--- config.mk ---
export PLATFORM = sky130hd
export DESIGN_NAME = mestpro_mem_ctrl_flat
export DESIGN_NICKNAME = d
export VERILOG_FILES = /design/src/rtl/mestpro_mem_ctrl_pkg.sv /design/src/rtl/mestpro_mem_ctrl_if.sv /design/src/rtl/mestpro_mem_ctrl_req_fifo.sv /design/src/rtl/mestpro_mem_ctrl.sv /design/src/flat_wrapper.sv
export SDC_FILE = /design/constraint.sdc
export NUM_CORES = 1
export LEC_CHECK = 0
export ABC_CLOCK_PERIOD_IN_PS = 2600
export CORE_ASPECT_RATIO = 1.25
export CORE_MARGIN = 4
export CORE_UTILIZATION = 50
export DETAILED_ROUTE_END_ITERATION = 10
export PLACE_DENSITY_LB_ADDON = 0.25
export SETUP_SLACK_MARGIN = 0.02
export SLEW_MARGIN = 20
export SYNTH_ARGS = -nofsm -noshare
export SYNTH_HDL_FRONTEND = slang
export SYNTH_SLANG_ARGS = --single-unit
--- constraint.sdc ---
create_clock -name CLK -period 2.6 [get_ports CLK]
set_input_delay 0.52 -clock CLK [delete_from_list [all_inputs] [get_ports CLK]]
set_output_delay 0.52 -clock CLK [all_outputs]
set_load 0.02 [all_outputs]
--- src/rtl/mestpro_mem_ctrl_pkg.sv ---
// rtl/mestpro_mem_ctrl_pkg.sv - shared widths, FSM encoding and request record for the MESTPro memory front-end
package mestpro_mem_ctrl_pkg;

  localparam int ADDR_BITS = 8;
  localparam int DATA_BITS = 8;

  // Wide enough for RD_LAT-1 with RD_LAT up to 7
  localparam int LAT_W = 3;

  typedef enum logic [2:0] {
    ST_IDLE  = 3'd0,
    ST_ISSUE = 3'd1,
    ST_VRD   = 3'd2,
    ST_WAIT  = 3'd3,
    ST_RESP  = 3'd4
  } state_t;

  typedef struct packed {
    logic                 we;
    logic [ADDR_BITS-1:0] addr;
    logic [DATA_BITS-1:0] wdata;
  } req_t;

  localparam int REQ_W = 1 + ADDR_BITS + DATA_BITS;

  // Load value for the wait counter: it counts down to zero, so the last wait cycle sees 0
  function automatic logic [LAT_W-1:0] lat_init(input int rd_lat);
    return LAT_W'(rd_lat - 1);
  endfunction

endpackage

--- src/rtl/mestpro_mem_ctrl_if.sv ---
// rtl/mestpro_mem_ctrl_if.sv - request/response ports and memory pins of the MESTPro memory front-end
interface mestpro_mem_ctrl_if;
  import mestpro_mem_ctrl_pkg::*;

  logic                 req_valid;
  logic                 req_ready;
  logic                 req_we;
  logic [ADDR_BITS-1:0] req_addr;
  logic [DATA_BITS-1:0] req_wdata;

  logic                 rsp_valid;
  logic                 rsp_ready;
  logic [DATA_BITS-1:0] rsp_rdata;
  logic                 rsp_err;

  logic [ADDR_BITS-1:0] addr;
  logic [DATA_BITS-1:0] in_dat;
  logic                 WE;
  logic                 CS;
  logic [DATA_BITS-1:0] o_dat;

  // Controller side
  modport slave (
    input  req_valid, req_we, req_addr, req_wdata, rsp_ready, o_dat,
    output req_ready, rsp_valid, rsp_rdata, rsp_err, addr, in_dat, WE, CS
  );

  // Requester plus memory side
  modport master (
    output req_valid, req_we, req_addr, req_wdata, rsp_ready, o_dat,
    input  req_ready, rsp_valid, rsp_rdata, rsp_err, addr, in_dat, WE, CS
  );

endinterface

--- src/rtl/mestpro_mem_ctrl_req_fifo.sv ---
// rtl/mestpro_mem_ctrl_req_fifo.sv - first-word-fall-through request FIFO with wrap-bit pointers
module mestpro_req_fifo #(
  parameter int WIDTH = 17,
  parameter int DEPTH = 4
) (
  input  logic             CLK,
  input  logic             RESET,
  input  logic             push,
  input  logic [WIDTH-1:0] wdata,
  input  logic             pop,
  output logic [WIDTH-1:0] rdata,
  output logic             full,
  output logic             empty
);

  localparam int AW = $clog2(DEPTH);
  localparam int PW = AW + 1;

  logic [WIDTH-1:0] mem [DEPTH];
  logic [PW-1:0]    wr_ptr;
  logic [PW-1:0]    rd_ptr;

  // Pointers carry an extra wrap bit so full and empty are distinguishable
  always_ff @(posedge CLK) begin
    if (RESET) begin
      wr_ptr <= '0;
      rd_ptr <= '0;
    end else begin
      if (push) wr_ptr <= wr_ptr + PW'(1);
      if (pop)  rd_ptr <= rd_ptr + PW'(1);
    end
  end

  // Storage write; a push while full is only issued together with a pop of the same slot
  always_ff @(posedge CLK) begin
    if (push) mem[wr_ptr[AW-1:0]] <= wdata;
  end

  assign rdata = mem[rd_ptr[AW-1:0]];
  assign empty = (wr_ptr == rd_ptr);
  assign full  = (wr_ptr[AW] != rd_ptr[AW]) && (wr_ptr[AW-1:0] == rd_ptr[AW-1:0]);

endmodule

--- src/rtl/mestpro_mem_ctrl.sv ---
// rtl/mestpro_mem_ctrl.sv - MESTPro memory request front-end; MESTPRO_MEMCTRL_WRCHK_EN adds write read-back verify
module mestpro_mem_ctrl
  import mestpro_mem_ctrl_pkg::*;
#(
  parameter int RD_LAT     = 2,
  parameter int FIFO_DEPTH = 4
) (
  input  logic                CLK,
  input  logic                RESET,
  mestpro_mem_ctrl_if.slave   bus
);

  state_t               state;
  state_t               next_state;

  logic [REQ_W-1:0]     fifo_wdata;
  logic [REQ_W-1:0]     fifo_rdata;
  req_t                 head;
  logic                 fifo_full;
  logic                 fifo_empty;
  logic                 push;
  logic                 pop;

  logic                 op_we;
  logic [LAT_W-1:0]     lat_cnt;

  logic                 cs_q;
  logic                 we_q;
  logic [ADDR_BITS-1:0] addr_q;
  logic [DATA_BITS-1:0] in_dat_q;
  logic                 rsp_valid_q;
  logic [DATA_BITS-1:0] rsp_rdata_q;

  // The head is consumed on the IDLE cycle that launches its access
  assign pop  = (state == ST_IDLE) && !fifo_empty;

  // A full FIFO still accepts when the head leaves in the same cycle
  assign bus.req_ready = !RESET && (!fifo_full || pop);
  assign push          = bus.req_valid && bus.req_ready;

  assign fifo_wdata = {bus.req_we, bus.req_addr, bus.req_wdata};
  assign head       = fifo_rdata;

  mestpro_req_fifo #(
    .WIDTH (REQ_W),
    .DEPTH (FIFO_DEPTH)
  ) u_fifo (
    .CLK   (CLK),
    .RESET (RESET),
    .push  (push),
    .wdata (fifo_wdata),
    .pop   (pop),
    .rdata (fifo_rdata),
    .full  (fifo_full),
    .empty (fifo_empty)
  );

  // FSM state register
  always_ff @(posedge CLK) begin
    if (RESET) state <= ST_IDLE;
    else       state <= next_state;
  end

  // FSM next state: one access in flight, reads wait out the memory latency
  always_comb begin
    next_state = state;
    case (state)
      ST_IDLE:  if (!fifo_empty) next_state = ST_ISSUE;
      ST_ISSUE: begin
        if (!op_we) begin
          next_state = ST_WAIT;
        end else begin
`ifdef MESTPRO_MEMCTRL_WRCHK_EN
          next_state = ST_VRD;
`else
          next_state = ST_IDLE;
`endif
        end
      end
`ifdef MESTPRO_MEMCTRL_WRCHK_EN
      ST_VRD:   next_state = ST_WAIT;
`endif
      ST_WAIT:  if (lat_cnt == '0) next_state = ST_RESP;
      ST_RESP:  if (bus.rsp_ready) next_state = ST_IDLE;
      default:  next_state = ST_IDLE;
    endcase
  end

  // Remember the kind of the popped request for the rest of its sequence
  always_ff @(posedge CLK) begin
    if (RESET)    op_we <= 1'b0;
    else if (pop) op_we <= head.we;
  end

  // Registered memory pins; addr/in_dat only change when a new request is launched
  always_ff @(posedge CLK) begin
    if (RESET) begin
      cs_q     <= 1'b0;
      we_q     <= 1'b0;
      addr_q   <= '0;
      in_dat_q <= '0;
    end else begin
      cs_q <= (next_state == ST_ISSUE) || (next_state == ST_VRD);
      we_q <= (next_state == ST_ISSUE) && head.we;
      if (pop) begin
        addr_q   <= head.addr;
        in_dat_q <= head.wdata;
      end
    end
  end

  // Read latency countdown, loaded on entry to WAIT
  always_ff @(posedge CLK) begin
    if (RESET) begin
      lat_cnt <= '0;
    end else if ((next_state == ST_WAIT) && (state != ST_WAIT)) begin
      lat_cnt <= lat_init(RD_LAT);
    end else if ((state == ST_WAIT) && (lat_cnt != '0)) begin
      lat_cnt <= lat_cnt - LAT_W'(1);
    end
  end

  // Response register: capture o_dat on the last wait cycle, hold until accepted
  always_ff @(posedge CLK) begin
    if (RESET) begin
      rsp_valid_q <= 1'b0;
      rsp_rdata_q <= '0;
    end else if ((state == ST_WAIT) && (lat_cnt == '0)) begin
      rsp_valid_q <= 1'b1;
      rsp_rdata_q <= bus.o_dat;
    end else if ((state == ST_RESP) && bus.rsp_ready) begin
      rsp_valid_q <= 1'b0;
    end
  end

`ifdef MESTPRO_MEMCTRL_WRCHK_EN
  logic [DATA_BITS-1:0] wdata_q;
  logic                 rsp_err_q;

  // Written value kept for comparison against the read-back
  always_ff @(posedge CLK) begin
    if (RESET)    wdata_q <= '0;
    else if (pop) wdata_q <= head.wdata;
  end

  // Verify status, produced alongside the read-back data
  always_ff @(posedge CLK) begin
    if (RESET) begin
      rsp_err_q <= 1'b0;
    end else if ((state == ST_WAIT) && (lat_cnt == '0)) begin
      rsp_err_q <= op_we && (bus.o_dat != wdata_q);
    end
  end

  assign bus.rsp_err = rsp_err_q;
`else
  assign bus.rsp_err = 1'b0;
`endif

  assign bus.CS        = cs_q;
  assign bus.WE        = we_q;
  assign bus.addr      = addr_q;
  assign bus.in_dat    = in_dat_q;
  assign bus.rsp_valid = rsp_valid_q;
  assign bus.rsp_rdata = rsp_rdata_q;

endmodule
--- src/flat_wrapper.sv ---
// flat-port wrapper written by rule: the top's interface ports become plain ports
module mestpro_mem_ctrl_flat import mestpro_mem_ctrl_pkg::*;
#(
  parameter int RD_LAT     = 2,
  parameter int FIFO_DEPTH = 4
)
  (CLK, RESET, bus_req_valid, bus_req_we, bus_req_addr, bus_req_wdata, bus_rsp_ready, bus_o_dat, bus_req_ready, bus_rsp_valid, bus_rsp_rdata, bus_rsp_err, bus_addr, bus_in_dat, bus_WE, bus_CS);
  mestpro_mem_ctrl_if bus_i ();
  input  logic CLK;
  input  logic RESET;
  input wire logic [$bits(bus_i.req_valid)-1:0] bus_req_valid;
  input wire logic [$bits(bus_i.req_we)-1:0] bus_req_we;
  input wire logic [$bits(bus_i.req_addr)-1:0] bus_req_addr;
  input wire logic [$bits(bus_i.req_wdata)-1:0] bus_req_wdata;
  input wire logic [$bits(bus_i.rsp_ready)-1:0] bus_rsp_ready;
  input wire logic [$bits(bus_i.o_dat)-1:0] bus_o_dat;
  output wire logic [$bits(bus_i.req_ready)-1:0] bus_req_ready;
  output wire logic [$bits(bus_i.rsp_valid)-1:0] bus_rsp_valid;
  output wire logic [$bits(bus_i.rsp_rdata)-1:0] bus_rsp_rdata;
  output wire logic [$bits(bus_i.rsp_err)-1:0] bus_rsp_err;
  output wire logic [$bits(bus_i.addr)-1:0] bus_addr;
  output wire logic [$bits(bus_i.in_dat)-1:0] bus_in_dat;
  output wire logic [$bits(bus_i.WE)-1:0] bus_WE;
  output wire logic [$bits(bus_i.CS)-1:0] bus_CS;
  assign bus_i.req_valid = bus_req_valid;
  assign bus_i.req_we = bus_req_we;
  assign bus_i.req_addr = bus_req_addr;
  assign bus_i.req_wdata = bus_req_wdata;
  assign bus_i.rsp_ready = bus_rsp_ready;
  assign bus_i.o_dat = bus_o_dat;
  assign bus_req_ready = bus_i.req_ready;
  assign bus_rsp_valid = bus_i.rsp_valid;
  assign bus_rsp_rdata = bus_i.rsp_rdata;
  assign bus_rsp_err = bus_i.rsp_err;
  assign bus_addr = bus_i.addr;
  assign bus_in_dat = bus_i.in_dat;
  assign bus_WE = bus_i.WE;
  assign bus_CS = bus_i.CS;
  mestpro_mem_ctrl #(.RD_LAT(RD_LAT), .FIFO_DEPTH(FIFO_DEPTH)) u_core (.CLK(CLK), .RESET(RESET), .bus(bus_i));
endmodule
# ---- After elaboration in Yosys (flattened, before gate mapping)
# Memory sizes are Yosys's and may differ from the RTL's. A register that Yosys moved wholly into a read port is not among the register bits.
# Index checks and enable logic that the tools add are counted.
dict set report totals {
  in_bits 29
  out_inout_bits 29
  elab_cells 59
  regBits 40
  n_memories 1
  mem_bits_rw 68
}
dict set report classes {
  eq_ne 10
  add_sub_neg 3
  n_reduce_logical 20
  n_mux 13
}
# memory depth width rd rd_ports_with_merged_regs wr line_no
set mem_list {}
lappend mem_list {u_core.u_fifo.mem 4 17 1 1 1 mestpro_mem_ctrl_req_fifo.sv:19} ;# logic [WIDTH-1:0] mem [DEPTH];
# op count
set op_table {}
lappend op_table {{case mux 3 bit (4 select lines)} 1}
lappend op_table {{== test 3 x 2 -> 1 bit (second input constant)} 3}
lappend op_table {{logical AND 1 bit} 9}
lappend op_table {{two-way mux 3 bit} 3}
lappend op_table {{adder 3 x 1 -> 3 bit (second input constant)} 2}
lappend op_table {{== test 3 x 1 -> 1 bit (second input constant)} 2}
lappend op_table {{logical NOT 3 bit} 2}
lappend op_table {{two-way mux 1 bit} 6}
lappend op_table {{two-way mux 2 bit} 3}
lappend op_table {{nonzero test 2 bit} 2}
lappend op_table {{== test 3 bit} 1}
lappend op_table {{== test 3 bit (second input constant)} 1}
lappend op_table {{logical NOT 1 bit} 3}
lappend op_table {{!= test 3 x 2 -> 1 bit (second input constant)} 1}
lappend op_table {{nonzero test 3 bit} 1}
lappend op_table {{subtractor 3 x 1 -> 3 bit (second input constant)} 1}
lappend op_table {{== test 2 bit} 1}
lappend op_table {{logical OR 1 bit} 2}
lappend op_table {{OR reduction 2 bit} 1}
lappend op_table {{!= test 1 bit} 1}

# ---- Depth between registers and ports, before layout
dict set report depth {
  ltp_word 8
  ltp_mapped 6
  mapped_depth_nobuf 5
}

# ---- By module
# From an unflattened synthesis, not the netlist that was laid out.
dict set report hier_totals {
  hier_cells 288
  hier_area_um2 4341.7
}
# mod n_inst area_per_inst_um2 cells_each
set by_module_without_submodules {}
lappend by_module_without_submodules {mestpro_req_fifo 1 2891.5 129}
lappend by_module_without_submodules {mestpro_mem_ctrl 1 1450.1 159}

# ---- Worst setup path after synthesis
# OpenSTA, ideal clock, no wires.
dict set report synth_timing {
  kind {input-to-output}
  startpoint {in RESET}
  endpoint {out bus_req_ready}
  required_time_ns 2.080
  path_buffers 3
  stages 4
  path_slack_ns 0.612
  arrival_time_ns 1.468
  cell_sequence {clkbuf_1 -> clkbuf_1 -> clkbuf_1 -> a21oi_1}
}
dict set report synth_between {
  elab_chain_len 2
}
# item line_no
set synth_rtl {}
lappend synth_rtl {{start: declaration} flat_wrapper.sv:10} ;# input logic RESET;
lappend synth_rtl {{logical NOT 1 bit} mestpro_mem_ctrl.sv:38} ;# assign bus.req_ready = !RESET && (!fifo_full || pop);
lappend synth_rtl {{logical AND 1 bit} mestpro_mem_ctrl.sv:38}
lappend synth_rtl {{end: declaration} flat_wrapper.sv:17} ;# output wire logic [$bits(bus_i.req_ready)-1:0] bus_req_ready;
# Every way passes these cells.

# ---- Worst setup path after layout
dict set report layout_timing {
  startpoint {reg u_core.u_fifo.wr_ptr[1]}
  endpoint {out bus_req_ready}
}
dict set report layout_between {
  elab_chain_len 5
}
# item line_no
set layout_rtl {}
lappend layout_rtl {{start: declaration} mestpro_mem_ctrl_req_fifo.sv:20} ;# logic [PW-1:0] wr_ptr;
lappend layout_rtl {{start signal: assignment} mestpro_mem_ctrl_req_fifo.sv:29} ;# if (push) wr_ptr <= wr_ptr + PW'(1);
lappend layout_rtl {{== test 3 bit or == test 2 bit (tied branches)} {mestpro_mem_ctrl_req_fifo.sv:40, mestpro_mem_ctrl_req_fifo.sv:41}}
lappend layout_rtl {{logical NOT 1 bit or logical AND 1 bit (tied branches)} {mestpro_mem_ctrl.sv:35, mestpro_mem_ctrl_req_fifo.sv:41}}
lappend layout_rtl {{logical AND 1 bit or logical NOT 1 bit (tied branches)} {mestpro_mem_ctrl.sv:35, mestpro_mem_ctrl.sv:38}}
lappend layout_rtl {{logical OR 1 bit (*)} mestpro_mem_ctrl.sv:38}
lappend layout_rtl {{logical AND 1 bit (*)} mestpro_mem_ctrl.sv:38}
# Every way passes the cells marked *; elsewhere a longest branch is shown, timed or not.

==> summary.txt <==
Placement
  • DP HPWL: 5295 um
  • Routability Congestion: 0.7322
  • Pre-CTS setup slack: 0.4015 ns
  • Cell Area, Placed: 5141 um2
  • # placed instances: 470
  • Port Buffers: 56

Floorplan
  • Site row count: 38
  • Initial Util: 0.5108
  • I/O pins: 58
  • Die Ht: 113.1 um
  • Core area: 8653 um2
  • Die extent in x: 92.10 um
  • Die ar.: 10420 um2

Logic synthesis
  • Dominant cells by area after synthesis: edfxtp_1 (46%), dfxtp_1 (19%), mux4_2 (8.7%), nand2b_1 (5.0%), mux2i_1 (4.3%)
  • Netlist cell types: 45
  • Syn Inst Count: 299
  • Syn avg cell area: 14.78 um2
  • Count leader, synth: edfxtp_1
  • Synthesized area: 4420 um2
  • Synth top cells by count: edfxtp_1 (68), dfxtp_1 (42), nand2b_1 (35)
  • Register area share after synthesis: 0.6521
  • YS warnings: 0
  • Post-synth EDFFs: 68
  • Synthesized flop and latch total: 110
  • Post-Syn Nets: 335
  • Synth top area share: 0.4619
  • Ys flop type: edfxtp_1
  • Yosys top cell by area: edfxtp_1
  • Share of async-settable or async-resettable flops after synthesis: 0

Detailed routing
  • DRT iter0 DRCs: 124
  • Vias: 2542
  • Vias per inst: 5.230
  • Number of remaining DRC errors: 0
  • Avg WL per Cell: 16.00 um
  • Routed WL: 7778 um
  • Antenna viol nets, final: 0
  • TritonRoute pass-1 iters: 4

Critical path
  • CP required: 2.08 ns
  • Kind of critical path: reg2out
  • CP max FO: 5
  • Critical path arrival: 1.89 ns
  • Type of origin of the critical path: flip-flop
  • Crit end category: primary output

Layout
  • Final Core Density: 0.6139
  • Fin cells: 486
  • Layout net count: 397
  • Area occupied by multi-input gates: 1436 um2
  • Layout area overhead: 20.18%
  • ANT cells: 0
  • Final instance area: 5313 um2
  • Register area: 2883 um2
  • Fillers: 711
  • Share of layout cells above drive strength 1: 0.1421

CTS
  • Longest Clk Path Bufs: 2
  • Worst-path clk slew: 0.09 ns
  • CTS tree: built
  • Clock sink count: 110
  • Clock root buffer: clkbuf_8
  • Num CTS Buffers: 9
  • H-tree depth: 3
  • Worst skew pair latency: 0.37 ns

Timing
  • RSZ-0062 raised after global routing: false
  • Setup Skew: 0.007665 ns
  • Rel. slew slack: 0.4325
  • Min Tclk post-route: 2.409 ns
  • Post-route clock period utilization: 0.9265
  • TNS Setup: 0 ns
  • Achievable frequency: 0.4151 GHz
  • Max Slew Vio Count: 0
  • Fin. Hold Viols: 0
  • Setup violations, final: 0
  • Worst Tran Pin Value: 0.8500 ns
  • Final setup margin: 0.1911 ns

GRT
  • Vias in the first global route: 2513
  • Total GRT Usage: 0.1598
  • First-pass GRT wire length: 12680 um
  • Initial antenna violation count: 0
  • Largest net degree at the start of global routing: 59
  • GRT overflow: 0

Status
  • Status: complete, no violations

Job
  • MaxCap Viol Count: 0

Hold path
  • Worst Hold Class: reg2reg

Pwr
  • Leakage: 1.863 nW
  • Cell Pwr Density: 913.5 nW/um2
  • VDD IR max: 0.4872 mV
==> report_power, final <==
part / total, mW / switching, mW / internal [mW]
sequential: 2.27 / 0.176 / 2.09
combinational: 1.71 / 0.834 / 0.876
clock: 0.876 / 0.535 / 0.341
==> worst paths after layout <==
path	start	end	slack [ns]	cells after the start
hold / removal	u_core.bus.rsp_valid	u_core.bus.rsp_valid	0.45	2
setup reg to reg	u_core.u_fifo.wr_ptr[1]	u_core.u_fifo.mem[0][7]	0.60	5
hold reg to reg	u_core.bus.rsp_valid	u_core.bus.rsp_valid	0.45	2
setup / recovery	u_core.u_fifo.wr_ptr[1]	bus_req_ready	0.19	4
==> routing by layer <==
layer | share of wire | GRT usage
met1 | 0.42 | 0.1863
met2 | 0.53 | 0.2817
met3 | 0.039 | 0.03723
met4 | 0.017 | 0.06838
met5 | 0 | 0
==> cell families (layout without fill, tap and decap cells) <==
family / after synthesis / count (layout) / synth area share
XOR/XNOR: 4 / 4 / 0.007927
AO/OA/AOI/OAI: 34 / 34 / 0.04812
AND/OR/NAND/NOR: 77 / 77 / 0.1027
other: 1 / 1 / 0.0008483
flip-flops: 110 / 110 / 0.6521
multiplexers: 40 / 40 / 0.1407
buffers and inverters: 26 / 93 / 0.02773
adder cells (fa/ha/maj): 7 / 7 / 0.01981
==> area by class of cell <==
class	count	share of cell area
sequential	110	0.5426
multi-input combinational	163	0.2704
timing repair buffer	68	0.1215
tap	120	0.02826
clock buffer	9	0.02332
clock inverter	7	0.007536
inverter	9	0.006359
==> layout by cell type, fill, tap and decap left out, drive strengths merged, types with 2 or more instances in the layout <==
cell type | netlist | layout
edfxtp | 68 | 68
clkdlybuf4s50 | 0 | 55
dfxtp | 42 | 42
nand2b | 35 | 35
mux2i | 19 | 19
mux4 | 17 | 17
a21oi | 13 | 13
buf | 6 | 13
o21ai | 10 | 10
inv | 9 | 10
nand3 | 9 | 9
clkbuf | 11 | 9
nor2 | 8 | 8
ha | 7 | 7
nand2 | 6 | 6
clkinv | 0 | 5
and3 | 4 | 4
nor2b | 4 | 4
mux2 | 4 | 4
xor2 | 3 | 3
nor3 | 3 | 3
a211oi | 2 | 2
==> critical path: stages, from the launching register on <==
cell,delay [ns]
dfxtp_1,0.43
xor2_1,0.21
nor3_1,0.08
a21oi_1,0.18
clkdlybuf4s50_1,0.63
==> state kept, by name, indices dropped and copies added (netlist names), 3 cells and up, named ones only <==
signal,count
u_core.bus.addr,8
u_core.bus.in_dat,8
u_core.bus.rsp_rdata,8
u_core.lat_cnt,3
u_core.state,3
u_core.u_fifo.mem,68
u_core.u_fifo.rd_ptr,3
u_core.u_fifo.wr_ptr,3
==> per-stage QoR <==
| stage | hold slack, ns | total power [mW] |
|---|---|---|
| detailed placement | 0.4455 | 4.052 |
| floorplan | 0.4611 | 3.449 |
| global route | 0.4881 | 5.157 |
| global placement | 0.4445 | 4.015 |
| CTS | 0.4593 | 4.934 |
| finish | 0.4549 | 4.853 |
==> repair_timing <==
| item | CTS | global route |
|---|---|---|
| endpoints found under the hold margin | 0 | 0 |
| gates resized for setup | 0 | 1 |
| buffers inserted | 0 | 0 |
| setup endpoints to repair | 0 | 1 |
| hold buffers | 0 | 0 |
Power figures use the tool's default switching activity.
